[config.mk]
export PLATFORM = sky130hd
export DESIGN_NAME = vga_term_writer
export DESIGN_NICKNAME = d
export VERILOG_FILES = /design/src/rtl/vga_term_writer.sv
export SDC_FILE = /design/constraint.sdc
export NUM_CORES = 1
export LEC_CHECK = 0
export BUFFER_PORTS_ARGS = -buffer_cell sky130_fd_sc_hd__buf_2
export CELL_PAD_IN_SITES_DETAIL_PLACEMENT = 0
export CELL_PAD_IN_SITES_GLOBAL_PLACEMENT = 1
export CORE_UTILIZATION = 30
export CTS_CLUSTER_DIAMETER = 100
export CTS_CLUSTER_SIZE = 12
export DETAILED_ROUTE_END_ITERATION = 12
export PLACE_DENSITY = 0.62
export SETUP_SLACK_MARGIN = 0.2
export SLEW_MARGIN = 20
export SYNTH_ARGS = -nofsm -noshare
export SYNTH_HDL_FRONTEND = slang
export SYNTH_SLANG_ARGS = --single-unit
[constraint.sdc]
create_clock -name clk -period 3.64 [get_ports clk]
set_input_delay 0.728 -clock clk [delete_from_list [all_inputs] [get_ports clk]]
set_output_delay 0.728 -clock clk [all_outputs]
set_load 0.01 [all_outputs]
[src/rtl/vga_term_writer.sv]
// vga_term_writer: terminal-style writer feeding the vga_model character-cell
// write port. Consumes an ASCII byte stream over a valid/ready handshake, keeps a
// text cursor, interprets CR/LF/BS and issues one cell write per printable byte.
//
// Optional feature macro: VGA_TERM_CLEAR_EN
//   defined   -> reset exits into a screen-clear sweep and byte 0x0C (FF) triggers
//                the same sweep.
//   undefined -> no clear sweep; 0x0C is ignored and busy is tied low.
//
// Ports:
//   clk         pixel clock, all logic on posedge
//   reset       synchronous, active-high
//   in_char     ASCII byte
//   in_valid    in_char valid
//   in_ready    block can accept (transfer = in_valid & in_ready)
//   wr_en       vga_model write_enable
//   addr_write  vga_model cell address (cursor_y*COLS + cursor_x)
//   char_write  vga_model character code
//   cursor_x    current column
//   cursor_y    current row
//   busy        clear sweep in progress
module vga_term_writer #(
   parameter int unsigned COLS       = 160,
   parameter int unsigned ROWS       = 128,
   parameter int unsigned ADDR_WIDTH = 15
) (
   input  logic                    clk,
   input  logic                    reset,
   input  logic [7:0]              in_char,
   input  logic                    in_valid,
   output logic                    in_ready,
   output logic                    wr_en,
   output logic [ADDR_WIDTH-1:0]   addr_write,
   output logic [7:0]              char_write,
   output logic [$clog2(COLS)-1:0] cursor_x,
   output logic [$clog2(ROWS)-1:0] cursor_y,
   output logic                    busy
);

   localparam int unsigned XW    = $clog2(COLS);
   localparam int unsigned YW    = $clog2(ROWS);
   localparam int unsigned CELLS = COLS * ROWS;

   localparam logic [XW-1:0] X_LAST = XW'(COLS - 1);
   localparam logic [YW-1:0] Y_LAST = YW'(ROWS - 1);

   localparam logic [7:0] CH_BS    = 8'h08;
   localparam logic [7:0] CH_LF    = 8'h0A;
   localparam logic [7:0] CH_CR    = 8'h0D;
   localparam logic [7:0] CH_SPACE = 8'h20;
   localparam logic [7:0] CH_TILDE = 8'h7E;
`ifdef VGA_TERM_CLEAR_EN
   localparam logic [7:0] CH_FF    = 8'h0C;
   // One extra bit so the sweep counter can hold CELLS as its terminal value.
   localparam int unsigned CW      = ADDR_WIDTH + 1;
`endif

   // The last cell address must be representable on addr_write.
   generate
      if (longint'(CELLS) > (longint'(1) << ADDR_WIDTH)) begin : g_addr_too_narrow
         $error("vga_term_writer: COLS*ROWS-1 does not fit in ADDR_WIDTH bits");
      end
   endgenerate

   typedef enum logic [0:0] {
      ST_RUN   = 1'b0,
      ST_CLEAR = 1'b1
   } state_t;

   state_t state;

`ifdef VGA_TERM_CLEAR_EN
   logic [CW-1:0] clr_cnt;
`endif

   logic [ADDR_WIDTH-1:0] cell_addr;
   logic [YW-1:0]         row_next;
   logic [XW-1:0]         adv_x;
   logic [YW-1:0]         adv_y;
   logic                  transfer;
   logic                  printable;

   // Cursor arithmetic: current cell address and the advanced cursor position.
   always_comb begin
      cell_addr = ADDR_WIDTH'(ADDR_WIDTH'(cursor_y) * ADDR_WIDTH'(COLS))
                  + ADDR_WIDTH'(cursor_x);
      row_next  = (cursor_y == Y_LAST) ? '0 : cursor_y + YW'(1);
      adv_x     = cursor_x;
      adv_y     = cursor_y;
      if (cursor_x == X_LAST) begin
         adv_x = '0;
         adv_y = row_next;
      end else begin
         adv_x = cursor_x + XW'(1);
      end
      transfer  = in_valid & in_ready;
      printable = (in_char >= CH_SPACE) && (in_char <= CH_TILDE);
   end

   // Control FSM with registered outputs.
   always_ff @(posedge clk) begin
      if (reset) begin
         wr_en      <= 1'b0;
         addr_write <= '0;
         char_write <= '0;
         cursor_x   <= '0;
         cursor_y   <= '0;
`ifdef VGA_TERM_CLEAR_EN
         state      <= ST_CLEAR;
         in_ready   <= 1'b0;
         busy       <= 1'b1;
         clr_cnt    <= '0;
`else
         state      <= ST_RUN;
         in_ready   <= 1'b1;
         busy       <= 1'b0;
`endif
      end else begin
         wr_en <= 1'b0;
         case (state)
            ST_RUN: begin
               if (transfer) begin
                  if (printable) begin
                     wr_en      <= 1'b1;
                     addr_write <= cell_addr;
                     char_write <= in_char;
                     cursor_x   <= adv_x;
                     cursor_y   <= adv_y;
                  end else if (in_char == CH_LF) begin
                     cursor_x <= '0;
                     cursor_y <= row_next;
                  end else if (in_char == CH_CR) begin
                     cursor_x <= '0;
                  end else if (in_char == CH_BS) begin
                     // Backspace at column 0 is a no-op.
                     if (cursor_x != '0) begin
                        cursor_x   <= cursor_x - XW'(1);
                        wr_en      <= 1'b1;
                        addr_write <= cell_addr - ADDR_WIDTH'(1);
                        char_write <= CH_SPACE;
                     end
`ifdef VGA_TERM_CLEAR_EN
                  end else if (in_char == CH_FF) begin
                     state    <= ST_CLEAR;
                     in_ready <= 1'b0;
                     busy     <= 1'b1;
                     clr_cnt  <= '0;
`endif
                  end
               end
            end
            ST_CLEAR: begin
`ifdef VGA_TERM_CLEAR_EN
               // Sweep every cell with a space; the terminal count adds one idle
               // cycle so in_ready stays low while the last write is presented.
               if (clr_cnt == CW'(CELLS)) begin
                  state    <= ST_RUN;
                  in_ready <= 1'b1;
                  busy     <= 1'b0;
                  cursor_x <= '0;
                  cursor_y <= '0;
               end else begin
                  wr_en      <= 1'b1;
                  addr_write <= ADDR_WIDTH'(clr_cnt);
                  char_write <= CH_SPACE;
                  clr_cnt    <= clr_cnt + CW'(1);
               end
`else
               state    <= ST_RUN;
               in_ready <= 1'b1;
               busy     <= 1'b0;
`endif
            end
            default: begin
               state    <= ST_RUN;
               in_ready <= 1'b1;
               busy     <= 1'b0;
            end
         endcase
      end
   end

endmodule

## Word-level counts from Yosys, hierarchy flattened

Index checks and enable logic that the tools add are counted.

| cells by class | value |
|---|---|
| add/subtract/negate cells | 5 |
| multiply operators | 1 |
| divide/modulo/power cells | 0 |
| $lt $le $gt $ge | 2 |
| eq/ne operators | 8 |
| shift-type cells | 0 |
| multiplexer cells | 25 |
| bitwise logic cells | 1 |
| reduce and logical (&&, ||, !) cells | 11 |

Operators with widths:

| cell | count |
|---|---|
| 2-to-1 mux 8 bit | 11 |
| 2-to-1 mux 15 bit | 5 |
| 2-to-1 mux 7 bit | 4 |
| equality test 8 x 4 -> 1 bit, second input constant | 3 |
| adder 15 x 8 -> 15 bit | 1 |
| subtractor 15 x 1 -> 15 bit, second input constant | 1 |
| multiplier 7 x 3 -> 10 bit, second input constant | 1 |
| adder 8 x 1 -> 8 bit, second input constant | 1 |
| equality test 8 bit, second input constant | 1 |
| >= comparator 8 x 6 -> 1 bit, second input constant | 1 |
| <= comparator 8 x 7 -> 1 bit, second input constant | 1 |
| nonzero test 4 bit | 2 |
| nonzero test 8 bit | 1 |
| subtractor 8 x 1 -> 8 bit, second input constant | 1 |
| adder 7 x 1 -> 7 bit, second input constant | 1 |
| equality test 7 bit, second input constant | 1 |
| AND reduction 3 bit | 2 |
| nonzero test 2 bit | 3 |
| 2-to-1 mux 1 bit | 5 |
| AND reduction 5 bit | 1 |
| inequality test 2 bit, second input constant | 2 |
| inequality test 2 x 1 -> 1 bit, second input constant | 1 |
| OR reduction 2 bit | 1 |
| logical AND 1 bit | 1 |
| NOT 1 bit | 1 |

| storage, ports and cells | value |
|---|---|
| register bits | 39 |
| bits in latches | 0 |
| RAM bits | 0 |
| bits in read-only memories | 0 |
| bits of input ports | 11 |
| output and inout port bits | 41 |
| logic and storage cells | 58 |
| memories | 0 |

## Longest topological paths before layout

Gate-level depths: netlist of the first run.

| depth | value |
|---|---|
| depth after elaboration | 8 |
| depth in mapped cells | 11 |
| depth with buffers taken out | 11 |

## Least setup slack after synthesis of the first run

No wires, ideal clock.

| timing | value |
|---|---|
| kind | register -> register |
| from | register cursor_y[1] |
| to | register addr_write[14] |
| arrival | 3.012 ns |
| path slack | 0.566 ns |
| stages on the path, launching flop included | 11 |
| path buffers | 0 |
| clock period less this slack | 3.074 ns |
| path through | dfxtp_1 -> ha_1 -> ha_1 -> inv_1 -> fa_1 -> nand2b_1 -> o22ai_1 -> nand2b_1 -> o32a_1 -> or4_1 -> nand3_1 |

| between the ends | value |
|---|---|
| word-level cells in the longest chain between the ends | 8 |

Ends and longest elaborated chain:

| element | line | RTL |
|---|---|---|
| start: declaration | 36 | `output logic [$clog2(ROWS)-1:0] cursor_y,` |
| start signal: assignment | 128 | `cursor_y <= adv_y;` |
| start signal: assignment | 131 | `cursor_y <= row_next;` |
| multiplier 7 x 3 -> 10 bit * | 85 | `cell_addr = ADDR_WIDTH'(ADDR_WIDTH'(cursor_y) * ADDR_WIDTH'(COLS))` |
| adder 15 x 8 -> 15 bit * | 86 | `+ ADDR_WIDTH'(cursor_x);` |
| subtractor 15 x 1 -> 15 bit | 139 | `addr_write <= cell_addr - ADDR_WIDTH'(1);` |
| 2-to-1 mux 15 bit | 136 | `if (cursor_x != '0) begin` |
| 2-to-1 mux 15 bit | 134 | `end else if (in_char == CH_BS) begin` |
| 2-to-1 mux 15 bit | 132 | `end else if (in_char == CH_CR) begin` |
| 2-to-1 mux 15 bit | 129 | `end else if (in_char == CH_LF) begin` |
| 2-to-1 mux 15 bit * | 123 | `if (printable) begin` |
| end signal: assignment | 125 | `addr_write <= cell_addr;` |
| end signal: assignment | 139 |  |
| end: declaration | 33 | `output logic [ADDR_WIDTH-1:0] addr_write,` |

Every way passes the cells marked *; elsewhere a longest branch is shown, timed or not. The select of a mux whose other input is x is not followed.
A chain may end at the register's enable or synchronous reset.

## Final worst setup path of the first run

| timing | value |
|---|---|
| from | register cursor_x[5] |
| to | register addr_write[13] |

| between the ends | value |
|---|---|
| word-level cells in the longest chain between the ends | 7 |
| elaborated cells between the ends (all ways) | 10 |
| those cells by class | add/sub (2); mux (5); reduce/logical (3) |

Ends and longest elaborated chain:

| element | line | RTL |
|---|---|---|
| start: declaration | 35 | `output logic [$clog2(COLS)-1:0] cursor_x,` |
| start signal: assignment | 127 | `cursor_x <= adv_x;` |
| start signal: assignment | 137 | `cursor_x <= cursor_x - XW'(1);` |
| adder 15 x 8 -> 15 bit | 86 |  |
| subtractor 15 x 1 -> 15 bit | 139 |  |
| 2-to-1 mux 15 bit | 136 |  |
| 2-to-1 mux 15 bit | 134 |  |
| 2-to-1 mux 15 bit | 132 |  |
| 2-to-1 mux 15 bit | 129 |  |
| 2-to-1 mux 15 bit | 123 |  |

Several ways; a longest one is shown, not always the timed one. The select of a mux whose other input is x is not followed.

==> flow_metrics.py, run 1 <==
metrics = {
    "placement": {
        "dpl.hpwl_um": 5750,
        "port_buffers": 49,
        "place_congestion": 0.798,
        "pre_cts_ws_ns": 0.394,
    },
    "clocking": {
        "clock-root-buffer": "clkbuf_8",
        "cts_resized": 0,
        "cts_tree": "done",
        "clk_latency_ns": 0.31,
        "cts_made_buffers": 5,
        "htreeDepth": 2,
        "clock-sinks": 39,
        "postCtsSetupBuffers": 0,
        "clkTransAtPathRegs_ns": 0.09,
        "clock_path_buffers": 2,
        "hold_buffers": 0,
    },
    "sta": {
        "setup_viol": 0,
        "slew_viol_final": 0,
        "clock_skew_ns": 0.0147,
        "grt_setup_unrepaired": "no",
        "fmax_mhz": 316,
        "fin_setup_tns_ns": 0,
        "finalCriticalPeriod_ns": 3.16,
        "finalHoldViolCount": 0,
        "worst_slack_ns": 0.480,
        "maxSlewHeadroom_pct": 52.9,
        "timing.final.crit_share_pct": 86.8,
        "worst_pin_slew_ns": 0.701,
    },
    "synthesis": {
        "yosysSeqAreaShare_pct": 27.0,
        "syn-num-nets": 388,
        "ys.flop_type": "dfxtp_1",
        "syn_area_per_cell_sq_um": 8.08,
        "ys.warnings.count": 0,
        "postSynthCellCount": 358,
        "synth-edff-count": 0,
        "synth_seq_cells": 39,
        "synthArstFlopShare_pct": 0,
        "synth_cell_types": 66,
        "syn_area_sq_um": 2890,
    },
    "die": {
        "num_io_pins": 52,
        "die_area_sq_um": 10000,
        "floorplan.initialDensity_pct": 31.2,
        "die_w_um": 100,
        "coreArea_sq_um": 9280,
        "num_rows": 35,
        "die_h_um": 100,
    },
    "worst_hold_path": {
        "hold_class": "register to register",
    },
    "grt": {
        "grt_pass1_vias": 2482,
        "grt_first_pass_wirelength_um": 12400,
        "antenna_found_initial": 0,
        "grtUsageTotal_pct": 15.7,
        "grt_max_degree": 37,
        "grt_overflow": 0,
    },
    "route": {
        "dr.pass1.iters": 4,
        "vias_per_cell": 5.03,
        "wire_per_inst_um": 14.3,
        "ant_nets": 0,
        "drc_errors": 0,
        "first_iter_violations": 80,
        "via_count": 2679,
        "routed_wl_um": 7610,
    },
    "power_and_ir_drop": {
        "power.density_nw_per_um2": 321,
        "irDropWorstVdd_mv": 0.128,
        "p_clk_share_pct": 34.8,
        "p_leak_nw": 1.42,
        "combPwrFrac_pct": 22.1,
        "p_sw_mw": 0.337,
        "sw_frac_of_total_pct": 31.0,
        "seqPwrFrac_pct": 43.2,
        "p_int_mw": 0.749,
    },
    "cells_and_area": {
        "synthToLayoutAreaGrowth_pct": 17.0,
        "num_antenna_cells": 0,
        "nets": 433,
        "drive_gt1_share_pct": 19.6,
    },
    "worst_setup_path": {
        "critPathBufInv": 1,
        "crit_fanout": 8,
        "cp-end-kind": "register",
        "crit_type": "register to register",
        "crit_arrival_ns": 3.34,
        "crit_required_ns": 3.82,
        "crit_family": "simple AND/OR/NAND/NOR gates",
        "path_cells": "ha_1 -> inv_1 -> fa_1 -> and2b_1 -> o21ai_1 -> or3_1 -> o31ai_2 -> a21boi_2 -> nor4_1 -> or4_1",
        "worst_path_max_delay_cell": "or4_1",
        "start_kind": "register",
        "cpPeakStageDelay_ns": 0.51,
    },
    "outcome": {
        "outcome": "complete, no violations",
    },
    "job": {
        "max_cap_viol_count": 0,
    },
}
[power by group through the flow]
stage	Combinational (mW)	Sequential, mW	Clock [mW]
detailed placement	0.240	0.479	0
global placement	0.237	0.480	0
finish	0.240	0.469	0.378
floorplan	0.160	0.482	0
global route	0.268	0.473	0.414
CTS	0.241	0.469	0.395
[tightest hold or removal path, cell delays in order (launching register included)]
cell and delay [ns]:
dfxtp_1 0.32, nand2_1 0.05, a21oi_1 0.05
[cell usage after synthesis, types with 3 or more instances]
cell,instances,area share [%]
nand3b_1,4,1.0
nor3_1,14,2.4
nand2_1,23,3.0
a21oi_1,14,2.4
or3_1,3,0.65
o211ai_1,5,1.3
nand3_1,14,2.4
clkbuf_1,11,1.4
nand2b_1,7,1.5
nor2_1,43,5.6
nand4_1,10,2.2
nor3b_1,5,1.3
ha_1,17,7.4
a211oi_1,11,2.9
xor2_1,12,3.6
xnor2_1,14,4.2
a22oi_1,7,1.8
a211o_1,4,1.2
a31oi_1,3,0.65
inv_1,17,2.2
o22ai_1,3,0.65
buf_2,5,0.86
a311oi_1,5,1.5
o21ai_0,12,2.1
dfxtp_1,39,27
nor2b_1,5,1.1
[cell usage in the layout (no fill, tap or decap), drive strengths merged, types with 7 or more instances in the layout]
cell type,count
a22oi,7
a211oi,12
dfxtp,39
nand2,23
nor3,14
nand2b,8
xor2,12
nand4,10
a21oi,15
buf,57
o21ai,13
nor2,43
inv,17
xnor2,14
ha,17
nand3,14
[sequential cells by signal (all words and copies together) (netlist names)]
| register | cells |
|---|---|
| cursor_x | 8 |
| addr_write | 15 |
| wr_en | 1 |
| char_write | 8 |
| cursor_y | 7 |
[final timing paths]
kind                               from                          end  cells after the start  slack [ns]
min          addr_write[1]$_SDFFE_PP0P_   addr_write[1]$_SDFFE_PP0P_                      2        0.45
max            cursor_x[5]$_SDFFE_PP0P_  addr_write[13]$_SDFFE_PP0P_                     10        0.48
min reg2reg  addr_write[1]$_SDFFE_PP0P_   addr_write[1]$_SDFFE_PP0P_                      2        0.45
max reg2reg    cursor_x[5]$_SDFFE_PP0P_  addr_write[13]$_SDFFE_PP0P_                     10        0.48
[metrics by stage]
step	area [sq um]	total power [mW]	util, %	hold WS, ns	instances
final	3390	1.09	36.5	0.454	533
after CTS	3380	1.11	36.4	0.460	533
after floorplan	2890	0.642	-	0.476	358
after global placement	3270	0.717	35.2	0.441	525
after detailed placement	3270	0.719	35.2	0.443	525
after global routing	3390	1.16	36.5	0.481	533
[logic make-up after synthesis]
group | after synthesis | share of synthesized area, %
AO/OA/AOI/OAI | 86 | 22.2
XOR/XNOR | 27 | 8.65
adder cells (fa/ha/maj) | 19 | 8.74
buffers and inverters | 36 | 5.41
flip-flops | 39 | 27.0
multiplexers | 3 | 1.47
other | 2 | 0.260
AND/OR/NAND/NOR | 146 | 26.3
[final cells by class]
class                           instances  area, sq um
Clock buffer                            5         68.8
Clock inverter                          3         43.8
Fill cell                            1064         5900
Inverter                               17         63.8
Multi-Input combinational cell        283         1960
Sequential cell                        39          781
Tap cell                              129          161
Timing Repair Buffer                   57          305
[per-layer routing]
metal  share of wire [%]  routed length (um)  GRT usage (%)  vias up
li1                    -                   -              -     1386
met2                  43                3280           24.7       70
met3                 5.3                 404           2.65        5
met5                   0                   0              0        -
met1                  50                3840           21.8     1218
met4                 1.2                  90           4.91        0
No activity file was read; power rests on OpenSTA's default activity.
==> run 2: changes to the inputs <==
--- a/config.mk
+++ b/config.mk
@@ -6,13 +6,14 @@
 export NUM_CORES = 1
 export LEC_CHECK = 0
 export BUFFER_PORTS_ARGS = -buffer_cell sky130_fd_sc_hd__buf_2
-export CELL_PAD_IN_SITES_DETAIL_PLACEMENT = 0
-export CELL_PAD_IN_SITES_GLOBAL_PLACEMENT = 1
+export CELL_PAD_IN_SITES_DETAIL_PLACEMENT = 1
+export CELL_PAD_IN_SITES_GLOBAL_PLACEMENT = 2
 export CORE_UTILIZATION = 30
 export CTS_CLUSTER_DIAMETER = 100
 export CTS_CLUSTER_SIZE = 12
 export DETAILED_ROUTE_END_ITERATION = 12
-export PLACE_DENSITY = 0.62
+export MAX_ROUTING_LAYER = met4
+export PLACE_DENSITY = 0.75
 export SETUP_SLACK_MARGIN = 0.2
 export SLEW_MARGIN = 20
 export SYNTH_ARGS = -nofsm -noshare
==> flow_metrics.py, run 2 (synthesis results as in run 1) <==
metrics = {
    "grt": {
        "grt_overflow": 0,
        "grt_max_degree": 40,
        "antenna_found_initial": 0,
        "use_met2_pct": 27.8,
        "grt_use_met3_pct": 2.72,
        "met1_usage_pct": 25.1,
        "top_usage_layer": "met2",
        "grt_pass1_vias": 2740,
        "grt_first_pass_wirelength_um": 14000,
        "grtUsageTotal_pct": 18.0,
    },
    "sta": {
        "fmax_mhz": 310,
        "setup_viol": 0,
        "clock_skew_ns": 0.0108,
        "fin_setup_tns_ns": 0,
        "grt_setup_unrepaired": "yes",
        "maxSlewHeadroom_pct": 49.6,
        "worst_pin_slew_ns": 0.745,
        "slew_viol_final": 0,
        "finalCriticalPeriod_ns": 3.23,
        "hold_ws_ns": 0.454,
        "timing.final.crit_share_pct": 88.7,
        "worst_slack_ns": 0.413,
        "finalHoldViolCount": 0,
    },
    "clocking": {
        "clock_path_buffers": 2,
        "cts_made_buffers": 5,
        "htreeDepth": 2,
        "clock-sinks": 39,
        "postCtsSetupBuffers": 0,
        "clk_latency_ns": 0.31,
        "cts_tree": "done",
        "clkTransAtPathRegs_ns": 0.09,
        "clock-root-buffer": "clkbuf_8",
    },
    "route": {
        "via_count": 2736,
        "drc_errors": 0,
        "routed_wl_um": 8110,
        "first_iter_violations": 95,
        "wire_per_inst_um": 15.3,
        "ant_nets": 0,
        "dr.pass1.iters": 4,
        "vias_per_cell": 5.15,
    },
    "worst_setup_path": {
        "reg2reg_to": "addr_write[13]$_SDFFE_PP0P_",
        "reg2reg_from": "cursor_x[5]$_SDFFE_PP0P_",
        "crit_required_ns": 3.82,
        "crit_fanout": 8,
        "start_kind": "register",
        "regToRegSetupSlack_ns": 0.41,
        "crit_type": "register to register",
        "rr_worst_depth": 10,
        "cp-end-kind": "register",
        "crit_arrival_ns": 3.40,
    },
    "die": {
        "die_area_sq_um": 10000,
        "num_io_pins": 52,
        "floorplan.initialDensity_pct": 31.2,
        "num_rows": 35,
        "coreArea_sq_um": 9280,
        "die_w_um": 100,
        "die_h_um": 100,
    },
    "placement": {
        "pre_cts_ws_ns": 0.402,
        "port_buffers": 49,
        "dpl.hpwl_um": 6220,
        "place_congestion": 0.774,
        "numPlacedInstances": 524,
    },
    "cells_and_area": {
        "largest_register_ffs": 15,
        "mostFrequentLayoutCells": "49 x buf_2, 43 x nor2_1, 38 x dfxtp_1",
        "nets": 432,
        "top_regs": "addr_write x15, char_write x8, cursor_x x8",
        "drive_gt1_share_pct": 19.4,
        "regMostFlops": "addr_write",
        "utilization_pct": 36.1,
        "fillers": 1169,
        "final_common_cell": "buf_2",
        "num_antenna_cells": 0,
        "synthToLayoutAreaGrowth_pct": 16.0,
        "finalNonFillerCells": 531,
    },
    "worst_hold_path": {
        "hold_start": "addr_write[10]$_SDFFE_PP0P_",
        "hold_class": "register to register",
        "hold_end": "addr_write[10]$_SDFFE_PP0P_",
        "whs_path_depth": 2,
    },
    "job": {
        "max_cap_viol_count": 0,
    },
    "outcome": {
        "outcome": "complete, no violations",
    },
    "power_and_ir_drop": {
        "power.density_nw_per_um2": 307,
        "p_leak_nw": 1.41,
        "irDropWorstVdd_mv": 0.135,
    },
}
==> run 2: area by class of cell <==
cell class                 instances  area (sq um)  share of cell area, %
multi-input combinational        283          1960                   58.5
tap                              129           161                   4.81
clock buffer                       6          82.6                   2.46
sequential                        39           782                   23.3
inverter                          17          63.8                   1.90
clock inverter                     1          5.00                  0.149
timing repair buffer              56           298                   8.88
==> run 2: metrics by stage <==
stage               power [mW]  area [sq um]
finish                    1.03          3350
global route              1.09          3350
CTS                       1.04          3350
detailed placement       0.721          3260
global placement         0.716          3260
floorplan                0.642          2890
==> run 2: repair_timing <==
action,CTS,global route
hold buffers,0,0
setup endpoints to repair,0,2
resized for setup,0,2
hold endpoints to repair,0,0
==> run 2: how the worst max path moves through the flow <==
stage                                   startpoint                     endpoint  slack [ns]  depth (start not counted)
after detailed placement  cursor_y[3]$_SDFFE_PP0P_  addr_write[14]$_SDFFE_PP0P_        0.40                         10
after global routing      cursor_x[5]$_SDFFE_PP0P_  addr_write[13]$_SDFFE_PP0P_        0.20                         10
after CTS                 cursor_y[3]$_SDFFE_PP0P_  addr_write[14]$_SDFFE_PP0P_        0.38                         10
final                     cursor_x[5]$_SDFFE_PP0P_  addr_write[13]$_SDFFE_PP0P_        0.41                         10
after global placement    cursor_y[3]$_SDFFE_PP0P_  addr_write[14]$_SDFFE_PP0P_        0.49                         10
after floorplan           cursor_y[1]$_SDFFE_PP0P_  addr_write[14]$_SDFFE_PP0P_        0.57                         10
==> run 2: routing by layer <==
layer	wire [um]	vias to the layer above	share of wire, %
met5	0	-	0
met1	4220	1308	52
met2	3580	44	44
met4	78	0	0.96
li1	-	1380	-
met3	237	4	2.9
==> run 2: power by group <==
part           internal, mW  leakage, nW  total (mW)  switching [mW]
combinational        0.0970         1.04       0.238           0.141
clock                 0.149       0.0470       0.321           0.172
sequential            0.447        0.318       0.470          0.0229
==> run 2: critical path, stage by stage, from the launching register on <==
cell	delay, ns
dfxtp_1	0.49
ha_1	0.24
inv_1	0.06
fa_1	0.39
and2b_1	0.30
o21ai_1	0.15
or3_1	0.42
o31ai_2	0.21
a21boi_2	0.24
nor4_1	0.08
or4_1	0.52
==> run 3: changes to the inputs <==
--- a/config.mk
+++ b/config.mk
@@ -5,15 +5,15 @@
 export SDC_FILE = /design/constraint.sdc
 export NUM_CORES = 1
 export LEC_CHECK = 0
-export BUFFER_PORTS_ARGS = -buffer_cell sky130_fd_sc_hd__buf_2
 export CELL_PAD_IN_SITES_DETAIL_PLACEMENT = 1
 export CELL_PAD_IN_SITES_GLOBAL_PLACEMENT = 2
 export CORE_UTILIZATION = 30
 export CTS_CLUSTER_DIAMETER = 100
 export CTS_CLUSTER_SIZE = 12
 export DETAILED_ROUTE_END_ITERATION = 12
+export DONT_BUFFER_PORTS = 1
 export MAX_ROUTING_LAYER = met4
-export PLACE_DENSITY = 0.75
+export PLACE_DENSITY = 0.67
 export SETUP_SLACK_MARGIN = 0.2
 export SLEW_MARGIN = 20
 export SYNTH_ARGS = -nofsm -noshare
==> flow_metrics.py, run 3 (synthesis results as in run 1) <==
metrics = {
    "route": {
        "dr.pass1.iters": 4,
        "first_iter_violations": 81,
        "ant_nets": 0,
        "vias_per_cell": 5.22,
        "drc_errors": 0,
        "wire_per_inst_um": 16.2,
        "routed_wl_um": 7920,
        "via_count": 2546,
    },
    "die": {
        "num_io_pins": 52,
        "coreArea_sq_um": 9280,
        "die_h_um": 100,
        "die_area_sq_um": 10000,
        "floorplan.initialDensity_pct": 31.2,
        "die_w_um": 100,
        "num_rows": 35,
    },
    "clocking": {
        "hold_buffers": 0,
        "clk_latency_ns": 0.30,
        "cts_resized": 0,
        "htreeDepth": 2,
        "clock_path_buffers": 2,
        "postCtsSetupBuffers": 0,
        "clkTransAtPathRegs_ns": 0.09,
        "cts_made_buffers": 5,
        "cts_tree": "done",
        "clock-root-buffer": "clkbuf_8",
        "clock-sinks": 39,
    },
    "sta": {
        "worst_slack_ns": 0.461,
        "hold_ws_ns": 0.488,
        "grt_setup_unrepaired": "no",
        "finalCriticalPeriod_ns": 3.18,
        "timing.final.crit_share_pct": 87.3,
        "fmax_mhz": 315,
        "worst_pin_slew_ns": 0.769,
        "slew_viol_final": 0,
        "setup_viol": 0,
        "finalHoldViolCount": 0,
        "maxSlewHeadroom_pct": 48.3,
        "clock_skew_ns": 0.00981,
        "fin_setup_tns_ns": 0,
    },
    "cells_and_area": {
        "drive_gt1_share_pct": 9.19,
        "top_regs": "addr_write x15, char_write x8, cursor_x x8",
        "synthToLayoutAreaGrowth_pct": 9.56,
        "final_common_cell": "nor2_1",
        "fillers": 1163,
        "mostFrequentLayoutCells": "43 x nor2_1, 39 x dfxtp_1, 23 x nand2_1",
        "num_antenna_cells": 0,
        "final_cell_area_sq_um": 3170,
        "regMostFlops": "addr_write",
        "largest_register_ffs": 15,
        "nets": 388,
    },
    "grt": {
        "grt_max_degree": 40,
        "grtUsageTotal_pct": 17.5,
        "grt_overflow": 0,
        "grt_pass1_vias": 2585,
        "antenna_found_initial": 0,
        "met1_usage_pct": 24.4,
        "grt_use_met3_pct": 3.83,
        "grt_first_pass_wirelength_um": 13500,
        "use_met2_pct": 25.8,
        "top_usage_layer": "met2",
    },
    "outcome": {
        "outcome": "complete, no violations",
    },
    "worst_setup_path": {
        "crit_top_cell": "ha_1",
        "cp-end-kind": "register",
        "crit_fanout": 7,
        "crit_arrival_ns": 3.35,
        "worst_path_max_delay_cell": "or4_1",
        "cpPeakStageDelay_ns": 0.52,
        "reg2reg_to": "addr_write[13]$_SDFFE_PP0P_",
        "path_cells": "ha_1 -> ha_1 -> a211o_1 -> and2_4 -> or2_1 -> o31ai_2 -> a21boi_2 -> nor4_1 -> or4_1",
        "crit_type": "register to register",
        "critPathBufInv": 0,
        "regToRegSetupSlack_ns": 0.46,
        "crit_required_ns": 3.82,
        "start_kind": "register",
        "crit_family": "simple AND/OR/NAND/NOR gates",
        "rr_worst_depth": 9,
        "reg2reg_from": "cursor_y[4]$_SDFFE_PP0P_",
    },
    "worst_hold_path": {
        "hold_end": "addr_write[7]$_SDFFE_PP0P_",
        "hold_class": "primary input to register",
        "hold_start": "reset",
        "whs_path_depth": 1,
    },
    "placement": {
        "placed_cell_area_sq_um": 3050,
        "port_buffers": 0,
        "place_congestion": 0.714,
        "dpl.hpwl_um": 6080,
        "pre_cts_ws_ns": 0.451,
    },
    "power_and_ir_drop": {
        "power.total_mw": 1.07,
        "power.density_nw_per_um2": 336,
        "irDropWorstVdd_mv": 0.118,
        "p_leak_nw": 1.20,
    },
    "job": {
        "max_cap_viol_count": 0,
    },
}
==> run 3: cell types whose count changed in the layout (fill, tap and decap cells not counted) <==
cell	before	now
o22ai_2	1	0
o21ai_0	12	11
bufinv_16	0	1
dfxtp_1	38	39
o21ai_1	1	2
o22ai_1	2	3
dfxtp_2	1	0
buf_2	49	0
buf_4	7	12
==> run 3: worst max-delay path by stage <==
stage	cells past startpoint	end	from
final	9	addr_write[13]$_SDFFE_PP0P_	cursor_y[4]$_SDFFE_PP0P_
after global routing	10	addr_write[13]$_SDFFE_PP0P_	cursor_y[4]$_SDFFE_PP0P_
after CTS	9	addr_write[13]$_SDFFE_PP0P_	cursor_y[4]$_SDFFE_PP0P_
after detailed placement	9	addr_write[13]$_SDFFE_PP0P_	cursor_y[4]$_SDFFE_PP0P_
after global placement	9	addr_write[13]$_SDFFE_PP0P_	cursor_y[4]$_SDFFE_PP0P_
after floorplan	10	addr_write[14]$_SDFFE_PP0P_	cursor_y[1]$_SDFFE_PP0P_
==> run 3: final cells by class <==
type / instances / area (sq um) / area share (%)
Clock inverter: 2 / 35.0 / 1.11
Sequential cell: 39 / 781 / 24.6
Clock buffer: 6 / 82.6 / 2.61
Tap cell: 129 / 161 / 5.09
Timing Repair Buffer: 12 / 90.1 / 2.84
Multi-Input combinational cell: 283 / 1960 / 61.7
Inverter: 17 / 63.8 / 2.01
==> run 3: per-stage QoR <==
stage | utilization, % | cells
detailed placement | 32.9 | 480
global placement | 32.9 | 480
finish | 34.1 | 488
floorplan | - | 358
global route | 34.1 | 488
CTS | 34.1 | 488
==> run 3: per-layer routing <==
layer  wire length, um  vias to the layer above
li1                  -                     1295
met1              4220                     1203
met2              3290                       40
met3               331                        8
met4                76                        0
met5                 0                        -
==> run 3: worst register-to-register path: cells and delay by family (launching register included) <==
family                   cells  cell delay (ns)
AND/OR/NAND/NOR              4             1.10
AO/OA/AOI/OAI                3             0.89
adder cells (fa/ha/maj)      2             0.60
flip-flops                   1             0.48
==> run 3: power by group <==
group	switching (mW)	internal [mW]	leakage (nW)
sequential	0.0292	0.447	0.318
combinational	0.113	0.0828	0.824
clock	0.171	0.222	0.0612
